File: src/rtl/hack_alu_pipe_if.sv
// hack_alu_pipe_if: operand/result bus with valid/ready handshake on both sides
interface hack_alu_pipe_if #(
   parameter int WIDTH = 16
);
   logic [WIDTH-1:0] x;
   logic [WIDTH-1:0] y;
   logic [5:0]       ctrl;
   logic             in_valid;
   logic             in_ready;
   logic [WIDTH-1:0] out;
   logic             zr;
   logic             ng;
   logic             out_valid;
   logic             out_ready;
   modport master (
      output x, y, ctrl, in_valid, out_ready,
      input  in_ready, out, zr, ng, out_valid
   );
   modport slave (
      input  x, y, ctrl, in_valid, out_ready,
      output in_ready, out, zr, ng, out_valid
   );
endinterface

File: src/rtl/hack_alu_pipe.sv
// hack_alu_pipe: two-stage valid/ready pipelined Hack ALU producing out, zr and ng
module hack_alu_pipe #(
   parameter int WIDTH = 16
) (
   input logic            clk,
   input logic            rst_n,
   hack_alu_pipe_if.slave bus
);
   typedef enum logic [1:0] {EMPTY = 2'b00, S1 = 2'b01, S2 = 2'b10, BOTH = 2'b11} state_e;
   state_e           state_q, state_d;
   logic             v1, v2, adv2, in_ready;
   logic [WIDTH-1:0] xa, ya, xb_d, yb_d, xb_q, yb_q, r, o_d, out_q;
   logic             f_q, no_q, zr_q, ng_q;
   assign v1       = state_q[0];
   assign v2       = state_q[1];
   assign adv2     = !v2 || bus.out_ready;
   assign in_ready = !v1 || adv2;
   assign xa       = bus.ctrl[5] ? '0 : bus.x;
   assign xb_d     = bus.ctrl[4] ? ~xa : xa;
   assign ya       = bus.ctrl[3] ? '0 : bus.y;
   assign yb_d     = bus.ctrl[2] ? ~ya : ya;
   // x&y is taken as an inverted NAND to mirror the gate layer upstream
   assign r        = f_q ? xb_q + yb_q : ~(~(xb_q & yb_q));
   assign o_d      = no_q ? ~r : r;
   always_comb begin
      state_d = state_e'({adv2 ? v1 : v2, in_ready ? bus.in_valid : v1});
   end
   always_ff @(posedge clk) begin
      state_q <= !rst_n ? EMPTY : state_d;
   end
   always_ff @(posedge clk) begin
      if (!rst_n) begin
         xb_q  <= '0;
         yb_q  <= '0;
         f_q   <= 1'b0;
         no_q  <= 1'b0;
         out_q <= '0;
         zr_q  <= 1'b1;
         ng_q  <= 1'b0;
      end else begin
         if (in_ready) begin
            xb_q <= xb_d;
            yb_q <= yb_d;
            f_q  <= bus.ctrl[1];
            no_q <= bus.ctrl[0];
         end
         if (adv2) begin
            out_q <= o_d;
            zr_q  <= o_d == '0;
            ng_q  <= o_d[WIDTH-1];
         end
      end
   end
   assign bus.in_ready  = in_ready;
   assign bus.out_valid = v2;
   assign bus.out       = out_q;
   assign bus.zr        = zr_q;
   assign bus.ng        = ng_q;
endmodule

File: src/flat_wrapper.sv
// flat-port wrapper written by rule: the top's interface ports become plain ports
module hack_alu_pipe_flat 
#(
   parameter int WIDTH = 16
)
  (clk, rst_n, bus_x, bus_y, bus_ctrl, bus_in_valid, bus_out_ready, bus_in_ready, bus_out, bus_zr, bus_ng, bus_out_valid);
  hack_alu_pipe_if #(.WIDTH(WIDTH)) bus_i ();
  input logic clk;
  input logic rst_n;
  input wire logic [$bits(bus_i.x)-1:0] bus_x;
  input wire logic [$bits(bus_i.y)-1:0] bus_y;
  input wire logic [$bits(bus_i.ctrl)-1:0] bus_ctrl;
  input wire logic [$bits(bus_i.in_valid)-1:0] bus_in_valid;
  input wire logic [$bits(bus_i.out_ready)-1:0] bus_out_ready;
  output wire logic [$bits(bus_i.in_ready)-1:0] bus_in_ready;
  output wire logic [$bits(bus_i.out)-1:0] bus_out;
  output wire logic [$bits(bus_i.zr)-1:0] bus_zr;
  output wire logic [$bits(bus_i.ng)-1:0] bus_ng;
  output wire logic [$bits(bus_i.out_valid)-1:0] bus_out_valid;
  assign bus_i.x = bus_x;
  assign bus_i.y = bus_y;
  assign bus_i.ctrl = bus_ctrl;
  assign bus_i.in_valid = bus_in_valid;
  assign bus_i.out_ready = bus_out_ready;
  assign bus_in_ready = bus_i.in_ready;
  assign bus_out = bus_i.out;
  assign bus_zr = bus_i.zr;
  assign bus_ng = bus_i.ng;
  assign bus_out_valid = bus_i.out_valid;
  hack_alu_pipe #(.WIDTH(WIDTH)) u_core (.clk(clk), .rst_n(rst_n), .bus(bus_i));
endmodule
File: config.mk
export PLATFORM = sky130hd
export DESIGN_NAME = hack_alu_pipe_flat
export DESIGN_NICKNAME = d
export VERILOG_FILES = /design/src/rtl/hack_alu_pipe_if.sv /design/src/rtl/hack_alu_pipe.sv /design/src/flat_wrapper.sv
export SDC_FILE = /design/constraint.sdc
export NUM_CORES = 1
export LEC_CHECK = 0
export BUFFER_PORTS_ARGS = -buffer_cell sky130_fd_sc_hd__clkbuf_2
export CAP_MARGIN = 40
export CORE_ASPECT_RATIO = 1.25
export CORE_MARGIN = 8
export CORE_UTILIZATION = 39
export CTS_CLUSTER_SIZE = 14
export DETAILED_ROUTE_END_ITERATION = 8
export SLEW_MARGIN = 30
export SYNTH_ARGS = -nofsm -noshare
export SYNTH_HDL_FRONTEND = slang
export SYNTH_SLANG_ARGS = --single-unit
File: constraint.sdc
create_clock -name clk -period 3.7 [get_ports clk]
set_input_delay 0.185 -clock clk [delete_from_list [all_inputs] [get_ports clk]]
set_output_delay 0.185 -clock clk [all_outputs]
set_load 0.005 [all_outputs]
======== Yosys cells after proc, flatten, opt, wreduce, memory -nomap -nowiden ========
Index checks and enable logic that the tools add are counted.
word-level totals
  input port bits ......................... 42
  register bits after elaboration ......... 54
  output and inout port bits .............. 20
operators by class
  muxes and demuxes ....................... 6
  add/subtract/negate cells ............... 1
  bitwise gates (word level) .............. 6
  reductions and logical operators ........ 5
operator list
  kind                number
  2-to-1 mux 16 bit   6
  inverter 16 bit     5
  adder 16 bit        1
  bitwise AND 16 bit  1
  zero test 16 bit    1
  zero test 1 bit     2
  logical OR 1 bit    2

======== Depth between registers and ports, before layout ========
Gate-level depths: netlist of run 1.
  depth after elaboration ................. 7
  mapped depth ............................ 10

======== Worst setup path before layout of run 1 ========
No wires, ideal clock.
  kind .................................... flip-flop to flip-flop
  from .................................... register u_core.yb_q[0]
  to ...................................... register u_core.zr_q, in the netlist u_core.bus.zr
  setup time .............................. 84 ps
  cell stages (with the launch flop) ...... 11
  data arrival time ....................... 2618 ps
  slack ................................... 998 ps
  required time ........................... 3616 ps
  path buffers ............................ 0
  path through ............................ dfxtp_1 -> ha_1 -> fa_1 -> a211oi_2 -> o21ai_2 -> o211a_1 -> or4_1 -> a31oi_1 -> xnor2_1 -> nand4b_4 -> o31ai_2
between the ends
  word-level cells in the longest chain between the ends .. 7
RTL lines
  element                                               line                 source
  start: declaration                                    hack_alu_pipe.sv:12  logic [WIDTH-1:0] xa, ya, xb_d, yb_d, xb_q, yb_q, r, o_d, out_q;
  start signal: assignment                              hack_alu_pipe.sv:43  yb_q <= yb_d;
  branches (longest 3 deep; another with adder 16 bit)  --
  2-to-1 mux 16 bit (*)                                 hack_alu_pipe.sv:23  assign r = f_q ? xb_q + yb_q : ~(~(xb_q & yb_q));
  inverter 16 bit                                       hack_alu_pipe.sv:24  assign o_d = no_q ? ~r : r;
  2-to-1 mux 16 bit (*)                                 hack_alu_pipe.sv:24
  zero test 16 bit (*)                                  hack_alu_pipe.sv:49  zr_q <= o_d == '0;
  end signal: assignment                                hack_alu_pipe.sv:38  zr_q <= 1'b1;
  end signal: assignment                                hack_alu_pipe.sv:49
  end: declaration                                      hack_alu_pipe.sv:13  logic f_q, no_q, zr_q, ng_q;
Mark *: on every way between the ends.
A chain may end at the register's enable or synchronous reset.

======== Final worst setup path of run 1 ========
Same ends and word-level chain as after synthesis.

==> results of run 1 <==
[how the worst max path moves through the flow]
stage | start | endpoint | slack (ns) | cells past startpoint
floorplan | u_core.yb_q[0] | u_core.bus.zr | 1.0 | 10
global placement | u_core.yb_q[0] | u_core.bus.zr | 0.83 | 10
detailed placement | u_core.yb_q[0] | u_core.bus.zr | 0.83 | 10
CTS | u_core.yb_q[0] | u_core.bus.zr | 0.81 | 10
global route | u_core.yb_q[0] | u_core.bus.zr | 0.55 | 10
finish | u_core.yb_q[0] | u_core.bus.zr | 0.84 | 10
[tightest hold or removal path: cells and delay by family]
family	cells	cell delay (ns)
AOI/OAI and AO/OA	1	0.06
buffers and inverters	1	0.08
and+or+nand+nor	1	0.04
[cells in the final DEF (no fill, tap or decap), drive strengths merged, types with 10 or more instances in the layout]
cell type	count
a21o	12
ha	16
clkbuf	66
nor2b	38
and2	14
nor2	10
dfxtp	53
o211a	36
nand2	63
o21ai	21
xnor2	42
[cell families (layout without fill, tap and decap cells)]
logic type      after synthesis  count (layout)  share of synthesized area (%)
compound gates              117             117                          24.51
buf+inv                      36              77                          3.964
simple gates                166             166                          23.49
xor+xnor                     51              51                          11.79
fa+ha+maj                    17              17                          5.814
mux                           9               9                          2.412
flops                        53              53                          28.01
[area by class of cell]
class                           instances  area (µm²)
Fill cell                             988        5228
Multi-Input combinational cell        360        2581
Sequential cell                        53        1061
Timing Repair Buffer                   68       390.4
Tap cell                              126       157.7
Clock buffer                            5       125.1
Inverter                                3       11.26
Clock inverter                          1       5.005
[stage by stage]
step	power (µW)	area [µm²]	std cells	hold WS, ns	utilization (%)
2_1_floorplan	995.4	3787	449	0.3235	-
3_3_place_gp	1106	4154	608	0.4213	43.46
3_5_place_dp	1115	4182	609	0.4281	43.74
4_1_cts	1557	4312	615	0.1237	45.10
5_1_grt	1634	4332	616	0.1264	45.31
6_report	1540	4332	616	0.1192	45.31
[metal layers]
| metal | track usage [%] | routed length, µm |
|---|---|---|
| met4 | 5.209 | 199 |
| met1 | 15.43 | 4023 |
| met3 | 3.418 | 373 |
| met2 | 23.90 | 4227 |
| met5 | 0 | 0 |
[registers in the layout, summed over array words and instances, names as in the netlist]
signal / count
u_core.bus.out: 15
u_core.xb_q: 16
u_core.f_q: 1
u_core.bus.zr: 1
u_core.yb_q: 16
u_core.state_q: 2
u_core.no_q: 1
u_core.bus.ng: 1
[power by group]
group / internal [µW] / switching, µW
Clock: 242 / 200
Combinational: 217 / 229
Sequential: 621 / 31.4
==> impl_metrics.csv, run 1 <==
group,metric,value,unit
power,ir_drop,0.0001688,V
route,vias,3188,
outcome,outcome,"finished clean",
synthesis,synthTopCellsByCount,"nand2_1, dfxtp_1, xnor2_1, nor2b_1, o211a_1",
setup_path,worst_r2r_path_depth,10,
synthesis,yosysTopAreaCell,"dfxtp_1",
grt,grt_usage,13.60,%
min_path,hold_path_end,"u_core.f_q",
synthesis,synth_edf_count,0,
synthesis,yosysSeqAreaShare,28.01,%
sta,timing_worst_slew_pin_value,0.6146,ns
clocking,cts-resized-gates,0,
route,drcViolationCount,0,
synthesis,synth_cell_types,60,
setup_path,crit_chain,"ha_1, fa_1, a211oi_2, o21ai_2, o211a_1, or4_1, a31oi_1, xnor2_1, nand4b_4, o31ai_2",
synthesis,synth.area.top_cells,"dfxtp_1, xnor2_1, o211a_1, nor2b_1, nand2_1",
clocking,cts_buffer_depth,2,
synthesis,post-synth-top-count-cell,"nand2_1",
synthesis,synth_top_cell_area_share,28.01,%
grt,grt_pass1_wl,14.94,mm
route,wl_per_cell,14.32,µm
clocking,clock-sinks,53,
route,via_per_inst,5.175,
route,finalWirelength,8.823,mm
synthesis,synthArstFlopShare,0,%
floorplan,io_pins,62,
setup_path,crit_family,"compound AO/OA/AOI/OAI gates",
clocking,holdBufCountCts,0,
sta,fmax,0.3490,GHz
clocking,clock_latency,0.30,ns
setup_path,slowest_delay,0.46,ns
clocking,cts_tree,"built",
setup_path,crit_path_end_kind,"flip-flop",
floorplan,rows,40,
floorplan,core,0.009559,mm²
finish,drive_above_1_share,18.16,%
sta,hold_viol_final,0,
grt,first_global_vias,3120,
grt,antenna_found_initial,0,
clocking,path_clk_slew,0.06,ns
finish,final_nets,550,
synthesis,synth.ff_latch_count,53,
power,total_leakage_power,0.002124,µW
synthesis,netlist_area,0.003787,mm²
sta,setup_ws,0.8351,ns
placed_design,pre_cts_ws,0.8266,ns
setup_path,worstSetupStartpointType,"flip-flop",
sta,final_max_slew_viol_count,0,
finish,diodes,0,
floorplan,die_w,104.1,µm
sta,period_needed,2.865,ns
setup_path,required,3.91,ns
route,drt_iter0_drc,127,
floorplan,start_util,39.62,%
grt,grt.overflow.total,0,
clocking,numCtsBuffers,5,
setup_path,r2r_slack,0.84,ns
sta,post-route-period-util,77.43,%
setup_path,critPathSlowestCell,"or4_1",
min_path,hold_path_depth,3,
sta,fin_skew,0.004351,ns
clocking,htree_num_levels,2,
route,first_pass_iters,4,
placed_design,gp_congestion,0.8535,
placed_design,hpwl,7.126,mm
sta,tns,0,ns
sta,slew_headroom,59.02,%
synthesis,syn_area_per_cell,8.435,µm²
grt,grt_max_degree,50,
finish,area_growth,14.37,%
clocking,root_buffer,"clkbuf_16",
power,p_per_area,355.6,mW/mm²
min_path,worstHoldPathType,"in2reg",
floorplan,dieHeight,126.2,µm
setup_path,crit_type,"reg2reg",
min_path,hp-start,"bus_ctrl[1]",
setup_path,worst-path-max-fanout,4,
setup_path,worstPathArrival,3.08,ns
placed_design,portBuffers,61,
clocking,post_cts_buffers,0,
setup_path,crit_buf_inv,0,
synthesis,synth_ff_type,"dfxtp_1",
synthesis,synth.net_count,508,
sta,finalSetupViolCount,0,
route,postRouteAntennaNets,0,
synthesis,syn-instance-count,449,
setup_path,r2r_end,"u_core.bus.zr",
floorplan,dieArea,0.01314,mm²
synthesis,synth_warnings,0,
setup_path,r2r-start,"u_core.yb_q[0]",
sta,rsz0062_at_grt,"false",
job,cap_viol_max_count,0,
Power figures use the tool's default switching activity.
==> inputs of run 2 (changes only) <==
Clock period 3.7 ns to 2.3 ns, I/O delays scaled along.
==> impl_metrics.csv, run 2 (synthesized netlist as in run 1, its figures left out) <==
group,metric,value,unit
placed_design,place_inst,663,
clocking,htree_num_levels,2,
outcome,violations,"negative setup slack",
grt,antenna_found_initial,0,
min_path,hold_path_depth,3,
outcome,outcome,"complete, but fails checks",
power,ir_drop,0.0003330,V
finish,layout_common_cells,"buf_4, nand2_1, clkbuf_2, dfxtp_1, xnor2_1",
floorplan,die_w,104.1,µm
finish,area_growth,37.17,%
clocking,clock_latency,0.30,ns
sta,finalSetupViolCount,9,
sta,period_needed,2.660,ns
sta,tns,-1.761,ns
sta,post-route-period-util,115.6,%
sta,rsz0062_at_grt,"true",
sta,timing_worst_slew_pin_value,0.6766,ns
route,drt_iter0_drc,88,
setup_path,worstPathArrival,2.88,ns
route,postRouteAntennaNets,0,
clocking,path_clk_slew,0.07,ns
power,p_per_area,558.6,mW/mm²
placed_design,pre_cts_ws,-0.4556,ns
floorplan,start_util,39.62,%
power,clockPowerShare,29.7,%
setup_path,required,2.52,ns
sta,setup_ws,-0.3596,ns
finish,diodes,0,
clocking,holdBufCountCts,0,
floorplan,io_pins,62,
route,wl_per_cell,14.41,µm
clocking,cts_buffer_depth,2,
finish,final_common_cell,"buf_4",
setup_path,slowest_delay,0.35,ns
setup_path,crit_chain,"ha_4, fa_2, a211oi_2, o21ai_2, buf_4, buf_6, a21oi_2, xnor2_1, mux2i_2, nor4b_2, o221ai_1, o31ai_2",
route,first_pass_iters,6,
setup_path,worst_r2r_path_depth,12,
setup_path,worstSetupStartpointType,"flip-flop",
sta,fmax,0.3760,GHz
setup_path,critPathSlowestCell,"fa_2",
route,drcViolationCount,0,
clocking,root_buffer,"clkbuf_16",
power,p_sw_share,29.49,%
setup_path,crit_buf_inv,2,
setup_path,crit_type,"reg2reg",
finish,final_nets,612,
sta,fin_skew,0.007381,ns
floorplan,dieHeight,126.2,µm
setup_path,cp.depth,12,
setup_path,crit_path_end_kind,"flip-flop",
placed_design,gp_congestion,0.8560,
power,comb_power_share,33.7,%
clocking,cts_tree,"built",
floorplan,core,0.009559,mm²
setup_path,worst-path-max-fanout,3,
power,switching_power,855.8,µW
route,vias,3471,
power,p_seq_share,36.7,%
finish,drive_above_1_share,36.28,%
grt,grt.overflow.total,0,
sta,fin_hold_ws,0.06428,ns
power,total_leakage_power,0.002484,µW
sta,hold_viol_final,0,
min_path,worstHoldPathType,"in2reg",
grt,grt_max_degree,68,
setup_path,crit_family,"compound AO/OA/AOI/OAI gates",
clocking,clock-sinks,53,
floorplan,rows,40,
clocking,numCtsBuffers,5,
grt,grt_pass1_wl,16.55,mm
sta,final_max_slew_viol_count,0,
grt,grt_usage,15.02,%
route,finalWirelength,9.801,mm
placed_design,hpwl,7.666,mm
finish,stdcell_count,680,
floorplan,dieArea,0.01314,mm²
job,cap_viol_max_count,0,
grt,first_global_vias,3459,
sta,slew_headroom,54.90,%
placed_design,portBuffers,61,
power,intPower,2046,µW
route,via_per_inst,5.104,
[run 2: cell types whose count changed in the layout (fill, tap and decap cells not counted), sizes merged]
cell,previous run,this run
bufinv,0,1
clkinvlp,0,1
buf,7,69
[run 2: per-stage QoR]
step / util, % / instance area (µm²) / total power, µW
final: 54.35 / 5195 / 2902
after global routing: 54.35 / 5195 / 3079
after CTS: 52.42 / 5011 / 2872
after detailed placement: 49.02 / 4686 / 1954
after global placement: 49.02 / 4686 / 1939
after floorplan: - / 3904 / 1639
[run 2: routing by layer]
metal / up-vias / wire, µm / track usage, %
li1: 1788 / - / -
met5: - / 0 / 0
met2: 62 / 4977 / 26.63
met4: 0 / 157 / 4.611
met1: 1610 / 4293 / 17.27
met3: 11 / 373 / 3.776
[run 2: final cells by class]
type	instances	area [µm²]
fill	906	4364
multi-input combinational	360	2923
sequential	53	1077
timing repair buffer	130	854.6
tap	126	157.7
clock buffer	5	125.1
clock inverter	3	46.29
inverter	3	11.26
[run 2: timing repair]
action | CTS | global route
resized for setup | 30 | 32
setup endpoints to repair | 13 | 12
pin swaps | 28 | 37
endpoints found under the hold margin | 0 | 0
setup buffers | 7 | 5
[run 2: path summary, 6_finish.rpt]
kind / start / slack, ns / to
max: u_core.xb_q[0] / -0.36 / u_core.bus.zr
max reg2reg: u_core.xb_q[0] / -0.36 / u_core.bus.zr
min reg2reg: u_core.bus.out[12] / 0.45 / u_core.bus.out[12]
min: bus_in_valid / 0.06 / u_core.state_q[0]
[run 2: power groups by stage]
stage          Combinational, µW  Sequential, µW  Clock, µW
2_1_floorplan                570            1070          0
6_report                     977            1060        861
3_5_place_dp                 873            1080          0
4_1_cts                      930            1060        881
3_3_place_gp                 862            1080          0
5_1_grt                     1080            1070        922
[run 2: worst min-delay path: stages]
cell,delay (ns)
clkbuf_2,0.08
a21oi_1,0.03
nor2b_1,0.10
==> inputs of run 3 (changes only) <==
Settings changed: CORE_UTILIZATION 39 to 40.
==> impl_metrics.csv, run 3 (synthesized netlist as in run 1, its figures left out) <==
group,metric,value,unit
floorplan,start_util,41.28,%
min_path,hp-start,"bus_in_valid",
sta,period_needed,2.635,ns
setup_path,required,2.51,ns
floorplan,die_w,103.0,µm
finish,stdcell_count,676,
placed_design,hpwl,7.832,mm
placed_design,place_inst,664,
finish,layout_common_cells,"buf_4, nand2_1, clkbuf_2, dfxtp_1, xnor2_1",
setup_path,worst_r2r_path_depth,11,
floorplan,core,0.009174,mm²
grt,grt_usage,15.13,%
sta,hold_viol_final,0,
min_path,hold_path_end,"u_core.state_q[0]",
grt,grt.overflow.total,0,
power,p_per_area,562.5,mW/mm²
finish,final_core_util,56.44,%
grt,use_met1,17.38,%
clocking,cts_buffer_depth,2,
sta,post-route-period-util,114.6,%
sta,final_max_slew_viol_count,0,
floorplan,dieHeight,124.8,µm
floorplan,dieArea,0.01286,mm²
finish,final_common_cell,"buf_4",
route,vias,3426,
power,ir_drop,0.0003124,V
route,postRouteAntennaNets,0,
setup_path,worstPathArrival,2.85,ns
placed_design,portBuffers,61,
grt,use_met2,27.14,%
sta,fmax,0.3795,GHz
finish,drive_above_1_share,35.80,%
finish,area_growth,36.70,%
setup_path,crit_type,"reg2reg",
finish,diodes,0,
outcome,violations,"negative setup slack",
clocking,root_buffer,"clkbuf_16",
clocking,cts_tree,"built",
route,drcViolationCount,0,
setup_path,crit_path_end_kind,"flip-flop",
grt,globalRouteMet3Util,2.461,%
grt,top_usage_layer,"met2",
job,cap_viol_max_count,0,
setup_path,worst-path-max-fanout,2,
sta,rsz0062_at_grt,"true",
grt,antenna_found_initial,0,
setup_path,critPathLaunch,"u_core.yb_q[0]",
floorplan,rows,39,
sta,finalSetupViolCount,9,
sta,timing_worst_slew_pin_value,0.5363,ns
route,finalWirelength,9.803,mm
min_path,worstHoldPathType,"in2reg",
grt,first_global_vias,3290,
placed_design,gp_congestion,0.8700,
grt,grt_pass1_wl,15.58,mm
clocking,clock-sinks,53,
finish,final_nets,611,
sta,fin_skew,0.007175,ns
power,finalPower,2913,µW
floorplan,io_pins,62,
power,total_leakage_power,0.002492,µW
clocking,htree_num_levels,2,
route,via_per_inst,5.068,
setup_path,r2r-start,"u_core.yb_q[0]",
setup_path,r2r_slack,-0.34,ns
grt,grt_max_degree,37,
clocking,clock_latency,0.30,ns
sta,slew_headroom,64.25,%
route,drt_iter0_drc,91,
outcome,outcome,"complete, but fails checks",
clocking,path_clk_slew,0.07,ns
clocking,holdBufCountCts,0,
setup_path,r2r_end,"u_core.bus.zr",
route,wl_per_cell,14.50,µm
clocking,numCtsBuffers,5,
setup_path,worstSetupStartpointType,"flip-flop",
min_path,hold_path_depth,3,
route,first_pass_iters,4,
sta,setup_ws,-0.3351,ns
-- run 3: cell types whose count changed in the layout (fill, tap and decap cells not counted), moves of 2 or more --
cell,change
nor4b_1,+2
ha_1,+2
buf_6,-2
ha_4,-2
o21ai_0,+2
nor4b_2,-2
o21ai_1,-3
-- run 3: layer usage --
metal	wire, µm	part of all wire (%)
met1	4198	43
met2	5025	51
met3	423	4.3
met4	155	1.6
met5	0	0
-- run 3: power breakdown --
part / internal (µW) / switching [µW]
Sequential: 1000 / 58.5
Combinational: 515 / 448
Clock: 544 / 345
-- run 3: final cells by class --
type	count	area, µm²
Tap cell	123	153.9
Clock inverter	2	37.54
Sequential cell	53	1074
Multi-Input combinational cell	360	2923
Timing Repair Buffer	129	839.6
Inverter	3	11.26
Fill cell	869	3996
Clock buffer	6	138.9
-- run 3: worst max-delay path by stage --
| stage | slack (ns) | end | depth (start not counted) |
|---|---|---|---|
| 2_1_floorplan | -0.33 | u_core.bus.zr | 10 |
| 3_3_place_gp | -0.41 | u_core.bus.zr | 11 |
| 3_5_place_dp | -0.44 | u_core.bus.zr | 11 |
| 4_1_cts | -0.37 | u_core.bus.out[14] | 11 |
| 5_1_grt | -0.49 | u_core.bus.zr | 11 |
| 6_report | -0.34 | u_core.bus.zr | 11 |
-- run 3: metrics by stage --
step	setup slack (ns)	hold WS [ns]	area (µm²)	TNS, ns
finish	-0.3351	0.05770	5177	-1.355
global route	-0.4949	0.05529	5177	-2.627
CTS	-0.3737	0.04892	5000	-1.836
detailed placement	-0.4429	0.3615	4712	-2.677
global placement	-0.4143	0.3488	4712	-2.243
floorplan	-0.3310	0.2535	3904	-0.6389
-- run 3: repair_timing --
item,in CTS,in global routing
pin swaps,14,20
gates resized for setup,19,37
setup buffers,2,3
setup endpoints to repair,12,13
-- run 3: critical path, cell delays in order, from the launching register on --
cell	delay (ns)
dfxtp_2	0.34
ha_4	0.16
fa_2	0.36
a211oi_4	0.25
o21ai_2	0.08
o211a_1	0.23
buf_4	0.13
o31ai_1	0.35
a31oi_4	0.13
xnor2_2	0.15
nand4b_4	0.18
o31ai_2	0.17
